==> src/rtl/pwm_capture.sv <==
// -----------------------------------------------------------------------------
// pwm_capture
//
// Measures an external PWM waveform. It reports the period (rising edge to
// rising edge) and the high time, both counted in prescaled clock ticks.
//
// Ports:
//   clk        system clock, rising edge
//   reset      asynchronous reset, active-low
//   pwm_in     PWM input, asynchronous to clk
//   scale      prescale; one tick every scale+1 clocks
//   period     last measured period, in ticks
//   high_time  last measured high time, in ticks
//   valid      one-clock strobe; period/high_time updated this cycle
//   timeout    period counter saturated without a rising edge; held until
//              the next valid
//
// Optional feature (macro PWMCAP_FILTER_EN):
//   When defined, the synchronised input must hold a new level for
//   FILT_DEPTH consecutive clocks before the internal level follows it.
//   When undefined, there is no filter logic.
// -----------------------------------------------------------------------------
module pwm_capture #(
  parameter int CNT_WIDTH  = 16,
  parameter int DIV_WIDTH  = 8,
  parameter int FILT_DEPTH = 3
) (
  input  logic                 clk,
  input  logic                 reset,
  input  logic                 pwm_in,
  input  logic [DIV_WIDTH-1:0] scale,
  output logic [CNT_WIDTH-1:0] period,
  output logic [CNT_WIDTH-1:0] high_time,
  output logic                 valid,
  output logic                 timeout
);

  if (FILT_DEPTH < 1) begin : g_filt_depth_check
    $error("pwm_capture: FILT_DEPTH must be at least 1");
  end

  typedef enum logic [1:0] {
    SEEK,
    HIGH,
    LOW
  } state_t;

  // ---------------------------------------------------------------------------
  // Input path: two-flop synchroniser, optional glitch filter, edge detect
  // ---------------------------------------------------------------------------
  logic sync1;
  logic sync2;
  logic s;
  logic s_prev;
  logic rise;
  logic fall;

  always_ff @(posedge clk or negedge reset) begin
    if (!reset) begin
      sync1 <= 1'b0;
      sync2 <= 1'b0;
    end else begin
      sync1 <= pwm_in;
      sync2 <= sync1;
    end
  end

`ifdef PWMCAP_FILTER_EN
  localparam int FW = $clog2(FILT_DEPTH + 1);

  logic [FW-1:0] filt_cnt;
  logic          s_filt;

  // filt_cnt counts consecutive clocks on which sync2 disagrees with the
  // filtered level; the level flips on the FILT_DEPTH-th such clock.
  always_ff @(posedge clk or negedge reset) begin
    if (!reset) begin
      filt_cnt <= '0;
      s_filt   <= 1'b0;
    end else if (sync2 == s_filt) begin
      filt_cnt <= '0;
    end else if (filt_cnt == FW'(FILT_DEPTH - 1)) begin
      filt_cnt <= '0;
      s_filt   <= sync2;
    end else begin
      filt_cnt <= filt_cnt + FW'(1);
    end
  end

  assign s = s_filt;
`else
  assign s = sync2;
`endif

  always_ff @(posedge clk or negedge reset) begin
    if (!reset) begin
      s_prev <= 1'b0;
    end else begin
      s_prev <= s;
    end
  end

  assign rise = s & ~s_prev;
  assign fall = ~s & s_prev;

  // ---------------------------------------------------------------------------
  // Prescaler: down-counter, tick at zero. A rise reloads it so ticks are
  // phase-aligned to the start of each period.
  // ---------------------------------------------------------------------------
  logic [DIV_WIDTH-1:0] presc;
  logic                 tick;

  assign tick = (presc == '0);

  always_ff @(posedge clk or negedge reset) begin
    if (!reset) begin
      presc <= '0;
    end else if (rise || tick) begin
      presc <= scale;
    end else begin
      presc <= presc - DIV_WIDTH'(1);
    end
  end

  // ---------------------------------------------------------------------------
  // Measurement state machine
  // ---------------------------------------------------------------------------
  state_t               state,     state_nxt;
  logic [CNT_WIDTH-1:0] pcnt,      pcnt_nxt;
  logic [CNT_WIDTH-1:0] hcnt,      hcnt_nxt;
  logic [CNT_WIDTH-1:0] hold,      hold_nxt;
  logic [CNT_WIDTH-1:0] period_nxt;
  logic [CNT_WIDTH-1:0] high_nxt;
  logic                 valid_nxt;
  logic                 timeout_nxt;
  logic                 sat;

  assign sat = &pcnt;

  always_ff @(posedge clk or negedge reset) begin
    if (!reset) begin
      state     <= SEEK;
      pcnt      <= '0;
      hcnt      <= '0;
      hold      <= '0;
      period    <= '0;
      high_time <= '0;
      valid     <= 1'b0;
      timeout   <= 1'b0;
    end else begin
      state     <= state_nxt;
      pcnt      <= pcnt_nxt;
      hcnt      <= hcnt_nxt;
      hold      <= hold_nxt;
      period    <= period_nxt;
      high_time <= high_nxt;
      valid     <= valid_nxt;
      timeout   <= timeout_nxt;
    end
  end

  always_comb begin
    state_nxt   = state;
    pcnt_nxt    = pcnt;
    hcnt_nxt    = hcnt;
    hold_nxt    = hold;
    period_nxt  = period;
    high_nxt    = high_time;
    valid_nxt   = 1'b0;
    timeout_nxt = timeout;

    unique case (state)
      SEEK: begin
        if (rise) begin
          pcnt_nxt  = CNT_WIDTH'(1);
          hcnt_nxt  = CNT_WIDTH'(1);
          state_nxt = HIGH;
        end
      end

      HIGH: begin
        if (tick && sat) begin
          timeout_nxt = 1'b1;
          state_nxt   = SEEK;
        end else begin
          // The fall cycle still belongs to the period, so its tick counts
          // toward the period but not toward the high time.
          if (tick) begin
            pcnt_nxt = pcnt + CNT_WIDTH'(1);
          end
          if (fall) begin
            hold_nxt  = hcnt;
            state_nxt = LOW;
          end else if (tick) begin
            hcnt_nxt = hcnt + CNT_WIDTH'(1);
          end
        end
      end

      LOW: begin
        if (rise) begin
          period_nxt  = pcnt;
          high_nxt    = hold;
          valid_nxt   = 1'b1;
          timeout_nxt = 1'b0;
          pcnt_nxt    = CNT_WIDTH'(1);
          hcnt_nxt    = CNT_WIDTH'(1);
          state_nxt   = HIGH;
        end else if (tick && sat) begin
          timeout_nxt = 1'b1;
          state_nxt   = SEEK;
        end else if (tick) begin
          pcnt_nxt = pcnt + CNT_WIDTH'(1);
        end
      end

      default: begin
        state_nxt = SEEK;
      end
    endcase
  end

endmodule

==> config.mk <==
export PLATFORM = sky130hd
export DESIGN_NAME = pwm_capture
export DESIGN_NICKNAME = d
export VERILOG_FILES = /design/src/rtl/pwm_capture.sv
export SDC_FILE = /design/constraint.sdc
export NUM_CORES = 1
export LEC_CHECK = 0
export CORE_MARGIN = 2
export CORE_UTILIZATION = 50
export DETAILED_ROUTE_END_ITERATION = 10
export PLACE_DENSITY_LB_ADDON = 0.2
export SYNTH_ARGS = -nofsm -noshare
export SYNTH_HDL_FRONTEND = slang
export SYNTH_SLANG_ARGS = --single-unit
==> constraint.sdc <==
create_clock -name clk -period 3.8 [get_ports clk]
set_input_delay 0.57 -clock clk [delete_from_list [all_inputs] [get_ports clk]]
set_output_delay 0.57 -clock clk [all_outputs]
set_load 0.1 [all_outputs]
After elaboration in Yosys (flattened, before gate mapping):

Index checks and enable logic that the tools add are counted.
Widths: inputs -> output; s select.

* bits in registers: 95
* bits of input ports: 11
* output and inout bits: 34
* word-level logic and storage cells: 64

* add/sub/neg operators: 3
* eq/ne operators: 9
* muxes and demuxes: 21
* bitwise operators: 5
* reductions and logical operators: 14

Operators by type and width (count)
* $mux 16: 7
* $pmux 16 s3: 1
* $add 16x1->16 const B: 2
* $pmux 16 s2: 1
* $reduce_and 16->1: 1
* $mux 2: 5
* $logic_not 8->1: 1
* $mux 8: 1
* $ne 2x2->1 const B: 4
* $sub 8x1->8 const B: 1
* $ne 3x3->1 const B: 2
* $pmux 2 s3: 1
* $reduce_and 3->1: 2
* $reduce_and 5->1: 1
* $mux 1: 4
* $reduce_and 2->1: 2
* $reduce_bool 2->1: 2
* $not 1->1: 3
* $reduce_bool 3->1: 1
* $and 1x1->1: 2
* $eq 2x1->1 const B: 1
* $eq 2x2->1 const B: 1
* $logic_not 2->1: 1
* $ne 2x1->1 const B: 1
* other kinds (4): 4

Logic depth before layout (Yosys ltp):

* depth after elaboration: 5
* depth in mapped cells: 10
* mapped depth without buffers: 7

Worst setup path before layout:

OpenSTA, ideal clock, no wires.

* path type: reg-to-reg
* from: register presc[0]
* to: register hold[10]
* data arrival time: 2.491 ns
* data required time: 3.675 ns
* setup slack: 1.184 ns
* stages on the path, launching flop included: 10
* path buffers: 2
* clock period less this slack: 2.616 ns
* cell sequence: dfrtp_1 > inv_1 > ha_1 > or4b_4 > or2_1 > or3_1 > and4_4 > buf_6 > buf_12 > mux2_4

* word-level cells in the longest chain between the ends: 4

Ends and longest elaborated chain
* start: declaration: line 110 `logic [DIV_WIDTH-1:0] presc;`
* start signal: assignment: line 119 `presc <= scale;`
* start signal: assignment: line 121 `presc <= presc - DIV_WIDTH'(1);`
* $logic_not 8->1: line 113 `assign tick = (presc == '0);`
* $logic_and 1x1->1: line 182 `if (tick && sat) begin`
* $not 1->1 (no line)
* $reduce_and 3->1 (no line)
* end signal: assignment: line 154 `hold <= hold_nxt;`
* end: declaration: line 131 `logic [CNT_WIDTH-1:0] hold, hold_nxt;`

No other way between the ends.
A chain may end at the register's enable or synchronous reset.

Worst setup path in the final report:

* from: register state[0]
* to: register hcnt[8]

* word-level cells in the longest chain between the ends: 4
* elaborated cells on any way between the ends: 11
* those cells by class: eq/ne: 6; mux: 1; reduce/logical: 4

Ends and longest elaborated chain
* start: declaration: line 128 `state_t state, state_nxt;`
* start signal: assignment: line 151 `state <= state_nxt;`
* $eq 2x2->1 / $logic_not 2->1 (equally long branches): line 172 `unique case (state)`
* $reduce_or 2->1 (no line)
* $ne 2x1->1 (no line) / $reduce_bool 2->1 (equally long branches)
* $reduce_and 5->1 (no line)
* end signal: assignment: line 153 `hcnt <= hcnt_nxt;`
* end: declaration: line 130 `logic [CNT_WIDTH-1:0] hcnt, hcnt_nxt;`

Parallel ways exist; a longest one is shown, timed or not.

==> run summary <==
status -> complete, no violations
period utilization -> 81.1%
number of global-route vias before repair -> 3115
Ys Warns -> 0
clock buffer depth -> 2
Least-Margin Pin Slew -> 981 ps
Fillers -> 756
Iteration-0 DRC Markers -> 92
wire per inst -> 14.9 um
Post-synth ARST share -> 100%
setup_tns -> 0 ps
worst min-delay path class -> in -> async
final setup violation count -> 0
Yosys cell types -> 48
global-route wire length before repair -> 14900 um
CP top delay family -> simple AND/OR/NAND/NOR gates
Synth top area share -> 54.0%
top post-synthesis cells by count -> dfrtp_1, nand2_1, o21ai_0
die width -> 97.8 um
worst r2r src -> state[0]
Worst Reg-to-Reg Cells -> 8
Crit-path slowest cell -> a221oi_1
Final ANT Viol Nets -> 0
Post-synth EDFFs -> 0
Sw Ratio -> 36.7%
Net Switching -> 1.01 mW
leakage power total -> 2.30 nW
sequential fraction of the synthesis area -> 54.0%
drt first pass iters -> 4
Post-synth top flop -> dfrtp_1
die footprint -> 9570 um^2
CP max FO -> 11
area leader, netlist -> dfrtp_1
Num Clock Sinks -> 95
vias after detailed routing -> 3199
hpwl dp -> 5820 um
routed wire length -> 8500 um
Syn Inst Count -> 415
endpoints failing hold -> 0
clock skew -> 7.91 ps
Mean Syn Cell Area -> 10.6 um^2
r2r setup slk -> 720 ps
CP Capture Type -> register
fin nets -> 478
Hold Buf Count CTS -> 0
Critical Path AT -> 3360 ps
Port Buf Inserts -> 44
critical path data required time -> 4070 ps
CTS Buf Count -> 9
Mapped Area -> 4400 um^2
Comb power frac -> 31.6%
critical path class -> reg -> reg
Pwr Density -> 535 nW/um^2
ranking of synthesized cells by area -> dfrtp_1, nand2_1, mux2_2, o21ai_0, mux2_4
global route total overflow -> 0
DR DRC count -> 0
share of cells above drive strength 1 -> 13.4%
Reg-to-Reg End -> hcnt[8]
Cell Rows -> 34
Initial Utilization -> 51.0%
I/O pin total -> 45
Post-CTS Setup Repair Bufs -> 0
DP Cell Count -> 557
overall power -> 2.74 mW
CP max stage delay -> 580 ps
CTS tree -> done
final-report max-slew violation count -> 0
Layout Area Growth over Synthesis -> 16.5%
Mapped Nets -> 433
worst-skew pair later-pin latency -> 350 ps
flop and latch count out of synthesis -> 95
Cell Chain, Critical Path -> inv_1, ha_1, or2_1, a221oi_1, nand3_1, buf_4, or4_1, a21oi_1
Overall Global Routing Usage -> 19.0%
vias per cell -> 5.59
post-layout min period -> 3080 ps
Setup crit start kind -> register
die height -> 97.8 um
RSZ-0062 raised after global routing -> no
routability cong. -> 0.891
core region area -> 8640 um^2
Seq pwr share -> 44.3%
clock share of power -> 24.2%
max-cap viol count -> 0
H-tree levels -> 3
CP Buf/Inv Count -> 2
diodes inserted -> 0
non-filler instance count after layout -> 572
Power Internal -> 1.73 mW
post-cts sizing count -> 0
CTS Root Cell -> clkbuf_8
largest net degree at the start of global routing -> 48
CTS clk-pin slew, worst paths -> 90 ps
Max VDD drop -> 339 uV
initial antenna violation count -> 0
fmax -> 0.324 GHz
slew margin rel. -> 34.4%
count leader, synth -> dfrtp_1
[sequential cells by signal, summed over array words and instances (netlist names)]
register,cells
s,1
hold,16
sync1,1
s_prev,1
state,2
hcnt,16
period,16
pcnt,16
high_time,16
timeout,1
valid,1
presc,8
[power by group through the flow]
stage                     registers, mW  logic [mW]  clock network [mW]
after global routing               1.24       0.955               0.722
final                              1.21       0.865               0.663
after floorplan                    1.36       0.512                   0
after CTS                          1.21       0.868               0.681
after detailed placement           1.23       0.860                   0
after global placement             1.23       0.837                   0
[per-layer routing]
metal  wire length, um  GRT usage, %
met5                 0             0
met4                99          5.56
met3               288          4.15
met2              4050          30.6
met1              4060          26.1
[metrics by stage]
stage / area [um^2] / hold WS (ps) / setup WS (ps) / util, %
6_report: 5120 / 219 / 718 / 59.3
5_1_grt: 5120 / 244 / 528 / 59.3
4_1_cts: 5120 / 225 / 785 / 59.3
3_5_place_dp: 4930 / 341 / 798 / 57.1
3_3_place_gp: 4930 / 338 / 995 / 57.1
2_1_floorplan: 4400 / 274 / 1180 / -
[cell usage in the layout (no fill, tap or decap), types with 4 or more instances in the layout]
master / instances
xor2_1: 9
nor2_1: 22
ha_1: 7
nand2_1: 70
nor3_1: 5
and3_1: 4
o31ai_1: 7
nand3_1: 15
a31oi_1: 4
inv_1: 12
a21oi_1: 16
clkbuf_8: 11
o21ai_0: 31
nand4_1: 14
buf_4: 5
mux2_2: 22
dfrtp_1: 95
mux2_4: 10
clkdlybuf4s50_1: 43
or3_1: 12
[final cells by class]
type / instances / area (um^2) / area share (%)
flip-flops and latches: 95 / 2380 / 46.4
well taps: 108 / 135 / 2.64
clock buffers: 12 / 155 / 3.03
inverters: 13 / 48.8 / 0.952
multi-input cells: 293 / 1900 / 37.0
repair buffers: 48 / 468 / 9.13
clock inverters: 3 / 42.5 / 0.830
[worst register-to-register path, cell delays in order (launching register included)]
cell,delay [ps]
dfrtp_1,410
inv_1,100
ha_1,300
or2_1,350
a221oi_1,580
nand3_1,360
buf_4,280
or4_1,470
a21oi_1,150
[worst max path at each step]
stage	endpoint	cells past startpoint	slack [ps]	from
after detailed placement	hcnt[8]	8	800	state[0]
after CTS	hcnt[8]	8	790	state[0]
after global routing	hcnt[8]	8	530	state[0]
after global placement	hcnt[8]	8	1000	state[0]
final	hcnt[8]	8	720	state[0]
after floorplan	hold[10]	9	1180	presc[0]
[cells by family (layout without fill, tap and decap cells)]
kind of cell	count (synthesis)	after routing	share of synthesized area, %
AO/OA/AOI/OAI	76	76	11.1
XOR/XNOR	12	12	2.39
adder cells (fa/ha/maj)	7	7	1.99
buffers and inverters	27	76	2.84
flip-flops	95	95	54.0
multiplexers	35	35	9.72
AND/OR/NAND/NOR	163	163	18.0
Power figures use the tool's default switching activity.
==> RTL change 1: new RTL, same flow settings <==
Remove the register `valid`: a continuous assignment takes its place, so the output `valid` follows one clock earlier. Comments in the files are not updated.
--- a/src/rtl/pwm_capture.sv
+++ b/src/rtl/pwm_capture.sv
@@ -145,7 +145,6 @@
       hold      <= '0;
       period    <= '0;
       high_time <= '0;
-      valid     <= 1'b0;
       timeout   <= 1'b0;
     end else begin
       state     <= state_nxt;
@@ -154,10 +153,11 @@
       hold      <= hold_nxt;
       period    <= period_nxt;
       high_time <= high_nxt;
-      valid     <= valid_nxt;
       timeout   <= timeout_nxt;
     end
   end
+
+  assign valid = valid_nxt;
 
   always_comb begin
     state_nxt   = state;
Check against the original RTL: not equivalent (a bounded check fails within 10 cycles, from zero or initial values and one cycle with reset low).
==> RTL change 1 against the original RTL <==
- combinational power shrank 2.7%
- wire length grew 0.24%
- setup slack gained 0.099 ns
- cell count grew 2.3%
- area after synthesis shrank 3.5%
- global-route usage grew 1.5 points
- total power shrank 0.45%
- sequential cell count shrank 1
- design area shrank 2.2%
==> RTL change 1: results (changes against the original RTL) <==
[metrics] Crit-path slowest cell: o31a_1
[metrics] post-placement setup slack: 0.8628 ns (+0.06444 ns)
[metrics] data arrival time of the critical path: 3.25 ns (-0.11 ns)
[metrics] Crit Reg-Reg Endpoint: hcnt[15]
[metrics] HPWL after DPL: 5.697 mm (-2.1%)
[metrics] static leakage power: 0.002365 µW (+2.9%)
[metrics] GRT Total Usage: 0.2043 (+0.01456)
[metrics] synth cell count leaders: nand2_1, dfrtp_1, nor2_1, o21ai_0
[metrics] Clock power frac: 0.250 (+0.008)
[metrics] count of clock-net buffers in the final layout: 9 (-3)
[metrics] overall routed net length: 8.521 mm (+0.24%)
[metrics] final worst clock skew: 0.01584 ns (+0.007937 ns)
[metrics] number of cells on the worst reg-to-reg path: 7 (-1)
[metrics] share of cell area taken by multi-input logic gates: 0.3561 (-0.01422)
[metrics] maximum number of pins on one net before global-route repair: 36 (-25%)
[metrics] sequential share of cell area: 0.4695 (+0.005665)
[metrics] clock network latency to the later pin of the worst-skew pair: 0.37 ns (+0.02 ns)
[metrics] Iteration-0 DRC Markers: 145 (+58%)
[metrics] multi-input combinational gate total: 308 (+5.1%)
[metrics] number of non-clock inverters in the layout: 12 (-1)
[metrics] fin cells: 585 (+2.3%)
[metrics] num sequential: 94 (-1.1%)
[metrics] Final Cycle Share: 0.7849 (-0.02616)
[metrics] status: finished clean
[metrics] placed insts: 569 (+2.2%)
[metrics] Finished Core Util: 0.6097 (+0.01626)
[metrics] first-pass GRT wire length: 14.55 mm (-2.1%)
[metrics] worst slew pin tran: 0.9904 ns (+0.009709 ns)
[metrics] leading post-synthesis cells by cell area: dfrtp_1, nand2_1, mux2_2
[metrics] CP Launch Point: pcnt[0]
[metrics] maximum vdd drop: 0.0004150 V (+22%)
[metrics] Non-Clock Buffer Area Fraction: 0.09840 (+0.007093)
[metrics] critical-path maximum fanout: 30 (+19)
[metrics] layout net count: 494 (+3.3%)
[metrics] sequential fraction of the synthesis area: 0.5538 (+0.01352)
[metrics] via count of the first global-routing pass: 3058 (-1.8%)
[metrics] proportion of netlist area held by the largest area contributor: 0.5538 (+0.01352)
[metrics] Post-Syn Nets: 450 (+3.9%)
[metrics] placed cell areas: 4806 µm² (-2.5%)
## RTL change 1: metal layers
layer / vias to the layer above / GRT usage / share of wire
met5: - / 0 / 0
met1: 1526 / 0.3043 / 0.51
met3: 13 / 0.03994 / 0.039
met2: 62 / 0.2951 / 0.43
met4: 0 / 0.07738 / 0.017
li1: 1568 / - / -
## RTL change 1: cells by family after synthesis
logic type               count (synthesis)  share of synthesized area
AO/OA/AOI/OAI                           63                    0.09220
XOR/XNOR                                15                    0.03093
adder cells (fa/ha/maj)                  9                    0.02592
buffers and inverters                   29                    0.02622
flip-flops                              94                     0.5538
multiplexers                            20                    0.05213
AND/OR/NAND/NOR                        201                     0.2189
## RTL change 1: how the worst min path moves through the flow
stage / from / to / slack [ns] / depth (start not counted)
final: reset / high_time[6] / 0.09 / 1
after global routing: reset / high_time[6] / 0.10 / 1
after CTS: reset / high_time[3] / 0.09 / 1
after detailed placement: sync1 / s / 0.35 / 0
after global placement: sync1 / s / 0.34 / 0
after floorplan: reset / hcnt[0] / 0.27 / 0
==> RTL change 2: new RTL, config.mk and constraints unchanged <==
Made on the original files. Add a define of `PWMCAP_FILTER_EN`.
--- a/src/rtl/pwm_capture.sv
+++ b/src/rtl/pwm_capture.sv
@@ -20,6 +20,8 @@
 //   FILT_DEPTH consecutive clocks before the internal level follows it.
 //   When undefined, there is no filter logic.
 // -----------------------------------------------------------------------------
+`define PWMCAP_FILTER_EN
+
 module pwm_capture #(
   parameter int CNT_WIDTH  = 16,
   parameter int DIV_WIDTH  = 8,
Check against the original RTL: not equivalent (a bounded check fails within 10 cycles, from zero or initial values and one cycle with reset low).
==> RTL change 2 against the original RTL <==
- worst hold slack improved by 0.027 ns
- first-iteration DRC count increased by 59%
- design area increased by 2.2%
- clock skew increased by 0.0041 ns
- sequential share of layout area increased by 0.44 points
- synthesized cell count increased by 11%
- area after synthesis increased by 3.9%
- sequential cell count increased by 3
- wire length increased by 4.4%
- total power increased by 3.1%
- sequential power increased by 5%
- setup slack improved by 0.13 ns
- critical endpoint is now hcnt[12]
==> RTL change 2: results (changes against the original RTL) <==
[metrics] Iteration-0 DRC Markers: 146 (+59%)
[metrics] initial antenna violation count: 0 (unchanged)
[metrics] first-pass GRT wire length: 15.68 mm (+5.5%)
[metrics] sequential fraction of the synthesis area: 0.5365 (-0.003688)
[metrics] FFs w/ async S/R, synth: 1.000 (unchanged)
[metrics] maximum number of pins on one net before global-route repair: 56 (+17%)
[metrics] leading post-synthesis cells by cell area: dfrtp_1, nand2_1, o21ai_0
[metrics] fill cell total of the finished layout: 788 (+4.2%)
[metrics] worst min path class: input port to async pin
[metrics] maximum vdd drop: 0.0003209 V (-5.3%)
[metrics] number of H-tree branching levels: 3 (unchanged)
[metrics] worst slew pin tran: 1.083 ns (+0.1026 ns)
[metrics] clock-pin slew on the worst setup and hold paths: 0.09 ns (about the same)
[metrics] total iterations of the first detailed-routing run: 4 (unchanged)
[metrics] Post-Syn Nets: 479 (+11%)
[metrics] average routed wire per standard cell: 14.55 µm (-2.1%)
[metrics] Diodes inserted: 0 (unchanged)
[metrics] critical-path maximum fanout: 21 (+10)
[metrics] status: finished clean
[metrics] clock network latency to the later pin of the worst-skew pair: approximately 0.36 ns
[metrics] library cell with the highest instance count after synthesis: nand2_1
[metrics] GRT Total Usage: 0.1949 (+0.005183)
[metrics] fraction of layout cells with a size suffix above 1: 0.09562 (-0.03800)
[metrics] Routability Congestion: 0.8743 (-1.9%)
[metrics] static leakage power: 0.002364 µW (+2.9%)
[metrics] HPWL after DPL: 6.039 mm (+3.7%)
[metrics] cell chosen for the clock root: clkbuf_8
[metrics] Netlist Area Pre-Place: 4571 µm² (+3.9%)
[metrics] synth cell count leaders: nand2_1, dfrtp_1, o21ai_0, nor2_1, a21oi_1
[metrics] total of buffers placed on input and output ports: 44 (unchanged)
[metrics] vias post-DR: 3414 (+6.7%)
[metrics] post-placement setup slack: 0.8830 ns (+0.08462 ns)
[metrics] final worst clock skew: 0.01196 ns (+0.004052 ns)
[metrics] number of unique standard cell types used by synthesis: 55 (+15%)
[metrics] layout net count: 517 (+8.2%)
[metrics] clk buf depth: 2 (unchanged)
[RTL change 2: power by group]
group	total, µW	internal, µW	switching (µW)	leakage (µW)
clock	672	331	341	0.000101
combinational	883	310	573	0.000933
sequential	1270	1160	110	0.00133
[RTL change 2: logic make-up (layout without fill, tap and decap cells)]
| kind of cell | after synthesis | count (layout) | share of synthesized area |
|---|---|---|---|
| xor+xnor | 12 | 12 | 0.02300 |
| fa+ha+maj | 7 | 7 | 0.01916 |
| flops | 98 | 98 | 0.5365 |
| compound gates | 79 | 79 | 0.1070 |
| mux | 19 | 19 | 0.05420 |
| simple gates | 212 | 212 | 0.2215 |
| buf+inv | 34 | 75 | 0.03860 |
[RTL change 2: worst paths after layout]
path / end / slack (ns) / cells after the start
setup / recovery: hcnt[12] / 0.85 / 7
max in group asynchronous: period[8] / 2.79 / 2
setup reg to reg: hcnt[12] / 0.85 / 7
hold / removal: high_time[10] / 0.25 / 1
hold reg to reg: sync2 / 0.36 / 0
min in group clk: sync2 / 0.36 / 0
[RTL change 2: area by class of cell]
| cell class | instances | area share |
|---|---|---|
| inverters | 13 | 0.009317 |
| multi-input cells | 329 | 0.3708 |
| repair buffers | 48 | 0.08935 |
| flip-flops and latches | 98 | 0.4682 |
| well taps | 108 | 0.02580 |
| clock buffers | 11 | 0.02891 |
| clock inverters | 3 | 0.007645 |
[RTL change 2: critical path: stages (launching register included)]
cell      delay [ns]
dfrtp_1         0.42
inv_1           0.11
ha_1            0.30
or2_1           0.44
a221oi_2        0.36
o211ai_2        0.36
or4_4           0.65
o41ai_2         0.21
[RTL change 2: metal layers]
| layer | vias up | wire (µm) | GRT usage |
|---|---|---|---|
| li1 | 1667 | - | - |
| met1 | 1661 | 4294 | 0.2697 |
| met2 | 71 | 4129 | 0.3119 |
| met3 | 15 | 293 | 0.02741 |
| met4 | 0 | 158 | 0.07798 |
| met5 | - | 0 | 0 |
[RTL change 2: through the flow]
step	instance area [µm²]	std cells	util	hold WS, ns	power, µW
3_3_place_gp	5046	596	0.5730	0.3341	2149
3_5_place_dp	5046	596	0.5730	0.3380	2181
6_report	5238	610	0.5948	0.2452	2828
5_1_grt	5238	610	0.5948	0.2994	3018
4_1_cts	5238	610	0.5948	0.2671	2848
2_1_floorplan	4571	461	-	0.2744	2003
